[src/rtl/block_assembler_pkg.sv]
// Shared AES block constants and the assembler state encoding.
package block_assembler_pkg;

   localparam int BLOCK_W         = 128;
   localparam int BYTE_W          = 8;
   localparam int BYTES_PER_BLOCK = 16;
   localparam int CNT_W           = $clog2(BYTES_PER_BLOCK);

   typedef enum logic [0:0] {
      IDLE = 1'b0,
      FILL = 1'b1
   } state_e;

endpackage

[src/rtl/block_assembler.sv]
// Packs an MSB-first byte stream into 128-bit blocks, with an idle timeout
// that discards a stalled partial block and a synchronous clear.
module block_assembler
   import block_assembler_pkg::*;
#(
   parameter int unsigned TIMEOUT_CYCLES = 1024
) (
   input  logic               clk,
   input  logic               reset,
   input  logic [BYTE_W-1:0]  rx_data,
   input  logic               rx_valid,
   input  logic               sync_clr,
   output logic [BLOCK_W-1:0] block,
   output logic               write_en,
   output logic               busy,
   output logic               timeout_err
);

   localparam logic [15:0] TIMER_LAST = 16'(TIMEOUT_CYCLES - 1);
   localparam logic [CNT_W-1:0] CNT_LAST = CNT_W'(BYTES_PER_BLOCK - 1);

   state_e                    state_q, state_d;
   logic [CNT_W-1:0]          cnt_q, cnt_d;
   logic [15:0]               timer_q, timer_d;
   // Only bytes 0..14 are staged; byte 15 is merged straight into block_q.
   logic [BLOCK_W-BYTE_W-1:0] shift_q, shift_d;
   logic [BLOCK_W-1:0]        block_q, block_d;
   logic                      we_q, we_d;
   logic                      to_q, to_d;

   always_comb begin
      state_d = state_q;
      cnt_d   = cnt_q;
      timer_d = timer_q;
      shift_d = shift_q;
      block_d = block_q;
      we_d    = 1'b0;
      to_d    = 1'b0;

      if (sync_clr) begin
         state_d = IDLE;
         cnt_d   = '0;
         timer_d = '0;
      end else if (rx_valid) begin
         shift_d = {shift_q[BLOCK_W-2*BYTE_W-1:0], rx_data};
         cnt_d   = cnt_q + 1'b1;
         timer_d = '0;
         if (cnt_q == CNT_LAST) begin
            block_d = {shift_q, rx_data};
            we_d    = 1'b1;
            state_d = IDLE;
         end else begin
            state_d = FILL;
         end
      end else if (state_q == FILL) begin
         // This idle cycle is the TIMEOUT_CYCLES-th in a row.
         if (timer_q == TIMER_LAST) begin
            state_d = IDLE;
            cnt_d   = '0;
            timer_d = '0;
            to_d    = 1'b1;
         end else begin
            timer_d = timer_q + 16'd1;
         end
      end
   end

   always_ff @(posedge clk or negedge reset) begin
      if (!reset) begin
         state_q <= IDLE;
         cnt_q   <= '0;
         timer_q <= '0;
         shift_q <= '0;
         block_q <= '0;
         we_q    <= 1'b0;
         to_q    <= 1'b0;
      end else begin
         state_q <= state_d;
         cnt_q   <= cnt_d;
         timer_q <= timer_d;
         shift_q <= shift_d;
         block_q <= block_d;
         we_q    <= we_d;
         to_q    <= to_d;
      end
   end

   assign block       = block_q;
   assign write_en    = we_q;
   assign busy        = (state_q == FILL);
   assign timeout_err = to_q;

endmodule

[config.mk]
export PLATFORM = sky130hd
export DESIGN_NAME = block_assembler
export DESIGN_NICKNAME = d
export VERILOG_FILES = /design/src/rtl/block_assembler_pkg.sv /design/src/rtl/block_assembler.sv
export SDC_FILE = /design/constraint.sdc
export NUM_CORES = 1
export LEC_CHECK = 0
export ABC_CLOCK_PERIOD_IN_PS = 4500
export CAP_MARGIN = 5
export CORE_ASPECT_RATIO = 2
export CORE_MARGIN = 5
export CORE_UTILIZATION = 25
export DETAILED_ROUTE_END_ITERATION = 7
export GPL_TIMING_DRIVEN = 1
export HOLD_SLACK_MARGIN = 0.03
export PLACE_DENSITY = 0.47
export SLEW_MARGIN = 20
export SYNTH_ARGS = -nofsm -noshare
export SYNTH_HDL_FRONTEND = slang
export SYNTH_SLANG_ARGS = --single-unit
[constraint.sdc]
create_clock -name clk -period 4.5 [get_ports clk]
set_input_delay 0.45 -clock clk [delete_from_list [all_inputs] [get_ports clk]]
set_output_delay 0.45 -clock clk [all_outputs]
set_load 0.02 [all_outputs]
==> impl_metrics.yaml, run 1 <==
outcome:
  status: "completed"
timing:
  hold_viol_final: 0
  fin_setup_tns_ps: 0
  layout_min_cycle_time_ps: 2421
  fmax_mhz: 413.0
  fin_skew_ps: 15.73
  rsz0062_at_grt: "no"
  slew_headroom_pct: 38.72
  finalSetupViolations: 0
  post-route-period-util_pct: 53.80
  tightest_slew_ps: 912.2
  slew_viol_final: 0
  setup_slack_ps: 2079
min_path:
  hp-class: "in2async"
clock_network:
  cts_resized: 0
  cts_tree: "done"
  clkLatencyLatePin_ps: 540
  path_clk_slew_ps: 60
  root_buffer: "clkbuf_16"
  clockBufferDepth: 3
  htreeDepth: 1
  clock_sink_count: 271
  cts_buffers: 27
placement:
  dpl_worst_slack_ps: 1609
  placed_area_sq_um: 12440
  gp_congestion: 0.7862
  port_buffers: 142
  dp_hpwl_microns: 17800
synthesis:
  ys_ff_latch: 271
  netlist_area_sq_um: 10370
  async_flop_share_pct: 100.0
  syn_inst: 905
  synth.distinct_cells: 34
  synth_area_leaders: "dfrtp_1 65%, mux2_2 14%, nand2_1 13%, clkbuf_1 1.1%, buf_2 0.63%"
  ys_dominant_reg_cell: "dfrtp_1"
  synth_top_area_cell: "dfrtp_1"
  yosysTopAreaCellShare_pct: 65.36
  ys_warn_count: 0
  synth_nets: 919
  synth_edf_count: 0
  syn_area_per_cell_sq_um: 11.46
  yosysSeqAreaShare_pct: 65.36
floorplanning:
  dieArea_sq_um: 45920
  dieWidth_microns: 154.1
  pin_count: 143
  die_h_microns: 298.1
  initial_core_util_pct: 25.23
  fp.coreArea_sq_um: 41120
  rows: 105
worst_setup_path:
  cp-endpoint: "block[63]"
  crit_start: "cnt_q[0]"
  rr_endpoint: "block[63]"
  cp_max_fo: 58
  r2r_start: "cnt_q[0]"
  required_ps: 4920
  end_kind: "flop"
  start_kind: "flop"
  reg2reg_depth: 5
  r2r_slack_ps: 2080
  crit_type: "reg2reg"
  arrival_ps: 2840
detailed_routing:
  first_pass_iters: 6
  avgRoutedWirePerCell_microns: 16.52
  drtAntennaViolNets: 0
  drc: 0
  wirelength_microns: 26390
  drtIter0Drc: 262
  avgViaCountPerCell: 4.265
  vias: 6811
global_routing:
  grt_overflow: 0
  grt_busiest_layer: "met2"
  antenna_found_initial: 0
  grt_max_degree: 106
  gr-usage-met1_pct: 12.96
  grt_first_pass_wirelength_microns: 42260
  met3_usage_pct: 2.135
  grt_usage_pct: 11.45
  use_met2_pct: 21.32
  grt_pass1_vias: 7208
finish:
  multiInputGateArea_sq_um: 3403
  n_fill_cell: 4206
  final_layout_size_suffix_gt1_share_pct: 17.80
  layout.nets: 1058
  final-seq-area_sq_um: 6782
  areaGrowthSynthToFinish_pct: 28.57
  design_area_sq_um: 13340
  mostFrequentLayoutCells: "367 x nand2_1, 271 x dfrtp_1, 141 x clkdlybuf4s50_1, 128 x mux2_2, 27 x clkbuf_16"
  antenna_cells: 0
  mostFrequentLayoutCell: "nand2_1"
power_and_ir_drop:
  leakage_uw: 0.006573
  powerDensity_nw_per_um2: 407.3
  fin_total_pwr_uw: 5433
  peakVddDrop_v: 0.0002632
job:
  cap_viol_max_count: 0
## worst min-delay path by stage
stage | endpoint | slack [ps] | cells past startpoint
final | block[47] | 460 | 2
after global routing | block[47] | 500 | 2
after CTS | shift_q[5] | 460 | 3
after detailed placement | block[45] | 460 | 1
after global placement | block[45] | 460 | 1
after floorplan | block[0] | 150 | 0
## stage by stage
step	hold WS [ps]	instances	utilization (%)
2_1_floorplan	154.4	905	-
4_1_cts	460.7	1597	32.44
6_report	457.2	1597	32.44
3_3_place_gp	458.9	1549	30.24
3_5_place_dp	464.5	1549	30.24
5_1_grt	504.3	1597	32.44
## repair_timing
item                                   CTS  global route
endpoints found under the hold margin   68             0
setup buffers                            0             0
hold buffers                             1             0
## state kept, by name, indices dropped and copies added, names as in the netlist
signal / count
block: 128
busy: 1
cnt_q: 4
shift_q: 120
timeout_err: 1
timer_q: 16
write_en: 1
## cell families after synthesis
family | share of synthesized area (%)
buffers and inverters | 2.002
AND/OR/NAND/NOR | 16.26
multiplexers | 13.99
AO/OA/AOI/OAI | 1.302
XOR/XNOR | 0.8441
flip-flops | 65.36
adder cells (fa/ha/maj) | 0.2412
## layer usage
metal / routed length (microns) / part of all wire, % / vias to the layer above
met5: 0 / 0 / -
met4: 688 / 2.6 / 0
met3: 1176 / 4.5 / 37
met2: 14470 / 55 / 129
met1: 10060 / 38 / 3424
li1: - / - / 3221
## where the power goes
part / internal, uW / total, uW / switching (uW) / leakage (uW)
clock: 1320 / 2290 / 968 / 0.000436
combinational: 104 / 298 / 194 / 0.00242
sequential: 2640 / 2850 / 204 / 0.00371
## Yosys cell counts, types with 2 or more instances
master	count
nor2_1	16
or2_2	2
ha_1	2
nand3_1	6
dfrtp_1	271
a21oi_1	3
nor4_1	3
nor2b_1	2
and3_1	3
clkbuf_1	30
o21ai_0	8
xnor2_1	6
o31ai_1	2
or4_1	3
a21o_1	2
and2_1	2
buf_2	13
nor3_1	4
mux2_2	128
nand2_1	367
nand4_1	5
xor2_1	4
inv_1	8
or3_1	5
## critical path, cell delays in order, from the launching register on
cell and delay [ps]:
dfrtp_1 400, ha_1 200, and3_1 200, and2_4 710
buf_12 320, mux2_2 370
## cell type report
cell class / count / share of cell area, %
Inverter: 8 / 0.2251
Clock buffer: 37 / 5.797
Timing Repair Buffer: 153 / 11.71
Multi-Input combinational cell: 583 / 25.51
Tap cell: 535 / 5.018
Sequential cell: 271 / 50.84
Clock inverter: 10 / 0.9005
No activity file was read; power rests on OpenSTA's default activity.
==> run 2, diff against run 1 <==
--- a/config.mk
+++ b/config.mk
@@ -5,7 +5,7 @@
 export SDC_FILE = /design/constraint.sdc
 export NUM_CORES = 1
 export LEC_CHECK = 0
-export ABC_CLOCK_PERIOD_IN_PS = 4500
+export ABC_CLOCK_PERIOD_IN_PS = 2100
 export CAP_MARGIN = 5
 export CORE_ASPECT_RATIO = 2
 export CORE_MARGIN = 5
@@ -13,7 +13,7 @@
 export DETAILED_ROUTE_END_ITERATION = 7
 export GPL_TIMING_DRIVEN = 1
 export HOLD_SLACK_MARGIN = 0.03
-export PLACE_DENSITY = 0.47
+export PLACE_DENSITY = 0.48
 export SLEW_MARGIN = 20
 export SYNTH_ARGS = -nofsm -noshare
 export SYNTH_HDL_FRONTEND = slang
==> constraint.sdc (replaced) <==
create_clock -name clk -period 2.1 [get_ports clk]
set_input_delay 0.21 -clock clk [delete_from_list [all_inputs] [get_ports clk]]
set_output_delay 0.21 -clock clk [all_outputs]
set_load 0.02 [all_outputs]
==> run 2 against run 1 <==
Against the previous run: setup slack got worse by 1900 ps; count of clock-buffer cells in the layout unchanged; critical path depth increased by 1; critical endpoint is now cnt_q[2]; sequential power increased by 110%; non-clock buffer count increased by 13; clock power increased by 110%; via count decreased by 0.54%.
==> impl_metrics.yaml, run 2 (synthesized netlist as in run 1, its figures left out) <==
outcome:
  status: "completed"
timing:
  rsz0062_at_grt: "no"
  post-route-period-util_pct: 91.55
  slew_viol_final: 0
  hold_viol_final: 0
  tightest_slew_ps: 699.3
  fin_setup_tns_ps: 0
  fmax_mhz: 520.1
  setup_slack_ps: 177.5
  layout_min_cycle_time_ps: 1923
  fin_skew_ps: 9.843
  slew_headroom_pct: 53.38
  finalSetupViolations: 0
detailed_routing:
  vias: 6774
  avgViaCountPerCell: 4.205
  wirelength_microns: 27240
  first_pass_iters: 4
  drtIter0Drc: 256
  drtAntennaViolNets: 0
  avgRoutedWirePerCell_microns: 16.91
  drc: 0
floorplanning:
  initial_core_util_pct: 25.23
  die_h_microns: 298.1
  dieWidth_microns: 154.1
  fp.coreArea_sq_um: 41120
  rows: 105
  pin_count: 143
  dieArea_sq_um: 45920
clock_network:
  path_clk_slew_ps: 60
  htreeDepth: 1
  cts-hold-fix-buffers: 1
  clkLatencyLatePin_ps: 540
  cts_tree: "done"
  cts_buffers: 27
  clockBufferDepth: 3
  clock_sink_count: 271
  cts_resized: 0
  post_cts_buffers: 0
  root_buffer: "clkbuf_16"
worst_setup_path:
  reg2reg_depth: 6
  slowest_delay_ps: 520
  start_kind: "flop"
  cp_slowest_cell: "or4_4"
  cp_top_family: "simple AND/OR/NAND/NOR gates"
  path_depth: 6
  cp_common_cell: "o21ai_0"
  critical_path_buf_inv_count: 1
  end_kind: "flop"
  required_ps: 2500
  path_cells: "ha_1 -> nand3_1 -> or4_4 -> o21ai_0 -> buf_4 -> o21ai_0"
  arrival_ps: 2320
  cp_max_fo: 8
  crit_type: "reg2reg"
placement:
  dp_hpwl_microns: 18440
  gp_congestion: 0.7833
  dpl_worst_slack_ps: -17.72
  port_buffers: 142
power_and_ir_drop:
  p_switching_uw: 2882
  seqPwrFrac_pct: 52.2
  p_int_uw: 8728
  clock_power_share_pct: 42.0
  p_sw_share_pct: 24.82
  leakage_uw: 0.006668
  p_comb_share_pct: 5.9
  powerDensity_nw_per_um2: 860.1
  peakVddDrop_v: 0.0006772
global_routing:
  grt_busiest_layer: "met2"
  grt_first_pass_wirelength_microns: 43320
  met3_usage_pct: 2.106
  antenna_found_initial: 0
  gr-usage-met1_pct: 13.54
  use_met2_pct: 21.58
  grt_pass1_vias: 7267
  grt_overflow: 0
  grt_usage_pct: 11.84
  grt_max_degree: 123
min_path:
  hp-class: "in2async"
finish:
  final_layout_size_suffix_gt1_share_pct: 18.87
  areaGrowthSynthToFinish_pct: 30.11
  mostFrequentLayoutCells: "367 x nand2_1, 271 x dfrtp_1, 141 x clkdlybuf4s50_1, 128 x mux2_2, 27 x clkbuf_16"
  largest_reg_flops: 128
  layout.nets: 1071
  mostFrequentLayoutCell: "nand2_1"
  antenna_cells: 0
  n_fill_cell: 4217
job:
  cap_viol_max_count: 0
run 2: worst register-to-register path: stages (launching register included):
cell and delay [ps]:
dfrtp_1 400, ha_1 200, nand3_1 100, or4_4 520, o21ai_0 260, buf_4 220
o21ai_0 100
run 2: final cells by class:
cell class                 count  area (sq um)  share of cell area, %
multi-input combinational    583          3403                  25.21
clock buffer                  37         773.2                  5.728
timing repair buffer         166          1734                  12.85
clock inverter                11         107.6                 0.7971
sequential                   271          6782                  50.24
inverter                       8         30.03                 0.2224
tap                          535         669.4                  4.959
run 2: per-stage QoR:
step / power, uW / instances / area, sq um / util (%) / hold slack, ps
6_report: 11610 / 1611 / 13500 / 32.83 / 189.5
5_1_grt: 12190 / 1611 / 13500 / 32.83 / 227.3
4_1_cts: 11850 / 1611 / 13500 / 32.83 / 207.8
3_5_place_dp: 6873 / 1562 / 12610 / 30.66 / 188.6
3_3_place_gp: 6846 / 1562 / 12610 / 30.66 / 191.7
2_1_floorplan: 6408 / 905 / 10380 / - / -85.59
run 2: layer usage:
metal  vias up  wire length [microns]  share of wire [%]
met5         -                      0                  0
met4         0                    993                3.6
met3        35                   1185                4.4
met2       124                  14600                 54
met1      3378                  10460                 38
li1       3237                      -                  -
run 2: final timing paths:
check / start / end / slack (ps)
worst max-delay path: timer_q[0] / cnt_q[2] / 180
worst min-delay path: reset / block[39] / 190
worst max register to register: timer_q[0] / cnt_q[2] / 180
worst min register to register: shift_q[119] / shift_q[119] / 470
max in group asynchronous: reset / shift_q[48] / 1180
min in group clk: rx_data[3] / shift_q[3] / 240
run 2: power groups by stage:
stage	Combinational (uW)	Clock, uW	Sequential [uW]
floorplan	416	0	5990
global placement	688	0	6160
detailed placement	706	0	6170
CTS	713	5060	6070
global route	822	5240	6120
finish	684	4870	6060
==> run 3, diff against run 2 <==
--- a/config.mk
+++ b/config.mk
@@ -5,7 +5,7 @@
 export SDC_FILE = /design/constraint.sdc
 export NUM_CORES = 1
 export LEC_CHECK = 0
-export ABC_CLOCK_PERIOD_IN_PS = 2100
+export ABC_CLOCK_PERIOD_IN_PS = 1870
 export CAP_MARGIN = 5
 export CORE_ASPECT_RATIO = 2
 export CORE_MARGIN = 5
@@ -13,7 +13,7 @@
 export DETAILED_ROUTE_END_ITERATION = 7
 export GPL_TIMING_DRIVEN = 1
 export HOLD_SLACK_MARGIN = 0.03
-export PLACE_DENSITY = 0.48
+export PLACE_DENSITY = 0.47
 export SLEW_MARGIN = 20
 export SYNTH_ARGS = -nofsm -noshare
 export SYNTH_HDL_FRONTEND = slang
==> constraint.sdc (replaced) <==
create_clock -name clk -period 1.87 [get_ports clk]
set_input_delay 0.187 -clock clk [delete_from_list [all_inputs] [get_ports clk]]
set_output_delay 0.187 -clock clk [all_outputs]
set_load 0.02 [all_outputs]
==> run 3 against run 2 <==
Against the previous run: non-clock buffer count grew 19; sequential power grew 13%; sequential share of layout area shrank 0.81 points; register-to-register slack lost 150 ps; clock power grew 18%; final cell count grew 1.4%; count of clock-buffer cells in the layout grew 5; critical endpoint is now timer_q[11]; largest power group unchanged; via count grew 1.9%; flip-flop and latch count is the same.
==> impl_metrics.yaml, run 3 (synthesized netlist as in run 1, its figures left out) <==
worst_setup_path:
  reg2reg_depth: 5
  required_ps: 2350
  cp_max_fo: 3
  r2r_slack_ps: 30
  crit_type: "reg2reg"
  crit_start: "timer_q[6]"
  r2r_start: "timer_q[6]"
  arrival_ps: 2330
  start_kind: "flop"
  end_kind: "flop"
detailed_routing:
  drtIter0Drc: 314
  drc: 0
  vias: 6906
  drtAntennaViolNets: 0
  avgViaCountPerCell: 4.229
  first_pass_iters: 4
  avgRoutedWirePerCell_microns: 16.68
  wirelength_microns: 27230
placement:
  port_buffers: 142
  dpl_worst_slack_ps: -48.26
  dp_hpwl_microns: 18620
  gp_congestion: 0.8047
  dp_cells: 1578
global_routing:
  grt_max_degree: 81
  antenna_found_initial: 0
  grt_pass1_vias: 7353
  grt_usage_pct: 11.72
  grt_overflow: 0
  grt_first_pass_wirelength_microns: 42780
finish:
  fin_cells: 1633
  mostFrequentLayoutCells: "367 x nand2_1, 268 x dfrtp_1, 139 x clkdlybuf4s50_1, 128 x mux2_2, 33 x buf_4"
  antenna_cells: 0
  areaGrowthSynthToFinish_pct: 32.33
  layout.nets: 1091
  final_layout_size_suffix_gt1_share_pct: 21.04
  largest_reg_flops: 128
  post-route-util_pct: 33.39
  mostFrequentLayoutCell: "nand2_1"
power_and_ir_drop:
  p_switching_uw: 3255
  p_comb_share_pct: 5.8
  p_sw_share_pct: 24.42
  seqPwrFrac_pct: 51.1
  p_int_uw: 10080
  clock_power_share_pct: 43.0
  peakVddDrop_v: 0.0005684
  leakage_uw: 0.006780
  powerDensity_nw_per_um2: 971.0
timing:
  hold_viol_final: 0
  tightest_slew_ps: 541.2
  slew_headroom_pct: 63.59
  holdWs_ps: 93.47
  finalSetupViolations: 0
  fin_skew_ps: 11.75
  fmax_mhz: 542.9
  post-route-period-util_pct: 98.50
  setup_slack_ps: 27.97
  slew_viol_final: 0
  fin_setup_tns_ps: 0
  rsz0062_at_grt: "yes"
  layout_min_cycle_time_ps: 1842
min_path:
  hp-class: "in2async"
job:
  cap_viol_max_count: 0
floorplanning:
  rows: 105
  dieArea_sq_um: 45920
  pin_count: 143
  dieWidth_microns: 154.1
  fp.coreArea_sq_um: 41120
  initial_core_util_pct: 25.23
  die_h_microns: 298.1
clock_network:
  cts_buffers: 28
  clock_sink_count: 271
  htreeDepth: 1
  cts_tree: "done"
  clkLatencyLatePin_ps: 550
  clockBufferDepth: 3
  path_clk_slew_ps: 60
  root_buffer: "clkbuf_16"
outcome:
  status: "completed"
## run 3: changes by cell type in the layout (fill, tap and decap cells not counted), sizes merged
cell	change
clkdlybuf4s50	-2
bufinv	+1
clkbuf	+5
dlygate4sd2	+1
buf	+19
clkinvlp	+1
dlymetal6s2s	+1
clkinv	-4
## run 3: worst max-delay path, cell delays in order (launching register included)
cell,delay (ps)
dfrtp_1,420
nand4_1,230
buf_4,210
or4_1,510
a221oi_1,300
a21o_1,120
## run 3: routing by layer
metal | wire length [microns] | up-vias | GRT usage [%]
met5 | 0 | - | 0
met4 | 1148 | 0 | 5.367
met3 | 1208 | 58 | 2.135
met1 | 10220 | 3434 | 12.97
li1 | - | 3279 | -
met2 | 14660 | 135 | 21.45
## run 3: per-stage QoR
step	cell area, sq um	total power (uW)
2_1_floorplan	10380	7196
3_3_place_gp	12720	7712
3_5_place_dp	12720	7738
4_1_cts	13700	13620
5_1_grt	13730	14000
6_report	13730	13330
## run 3: power by group through the flow
stage | Sequential (uW) | Combinational, uW | Clock [uW]
detailed placement | 6940 | 800 | 0
finish | 6820 | 777 | 5740
global placement | 6930 | 782 | 0
floorplan | 6730 | 467 | 0
CTS | 6830 | 809 | 5980
global route | 6890 | 935 | 6180
## run 3: cell type report
| cell class | instances | area [sq um] |
|---|---|---|
| clock buffer | 42 | 814.5 |
| clock inverter | 9 | 128.9 |
| timing repair buffer | 185 | 1866 |
| multi-input combinational | 583 | 3436 |
| tap | 535 | 669.4 |
| sequential | 271 | 6785 |
| inverter | 8 | 30.03 |
| fill | 4197 | 27390 |
## run 3: path summary, 6_finish.rpt
path                                 to
hold / removal                block[39]
hold reg to reg            shift_q[119]
setup reg to reg            timer_q[11]
setup / recovery            timer_q[11]
max in group asynchronous    block[102]
min in group clk             shift_q[6]
## run 3: timing repair
action,4_1_cts,5_1_grt
hold endpoints to repair,271,0
endpoints found under the setup margin,3,100
pin swaps,2,2
resized for setup,4,9
setup buffers,3,0
hold buffers,1,0
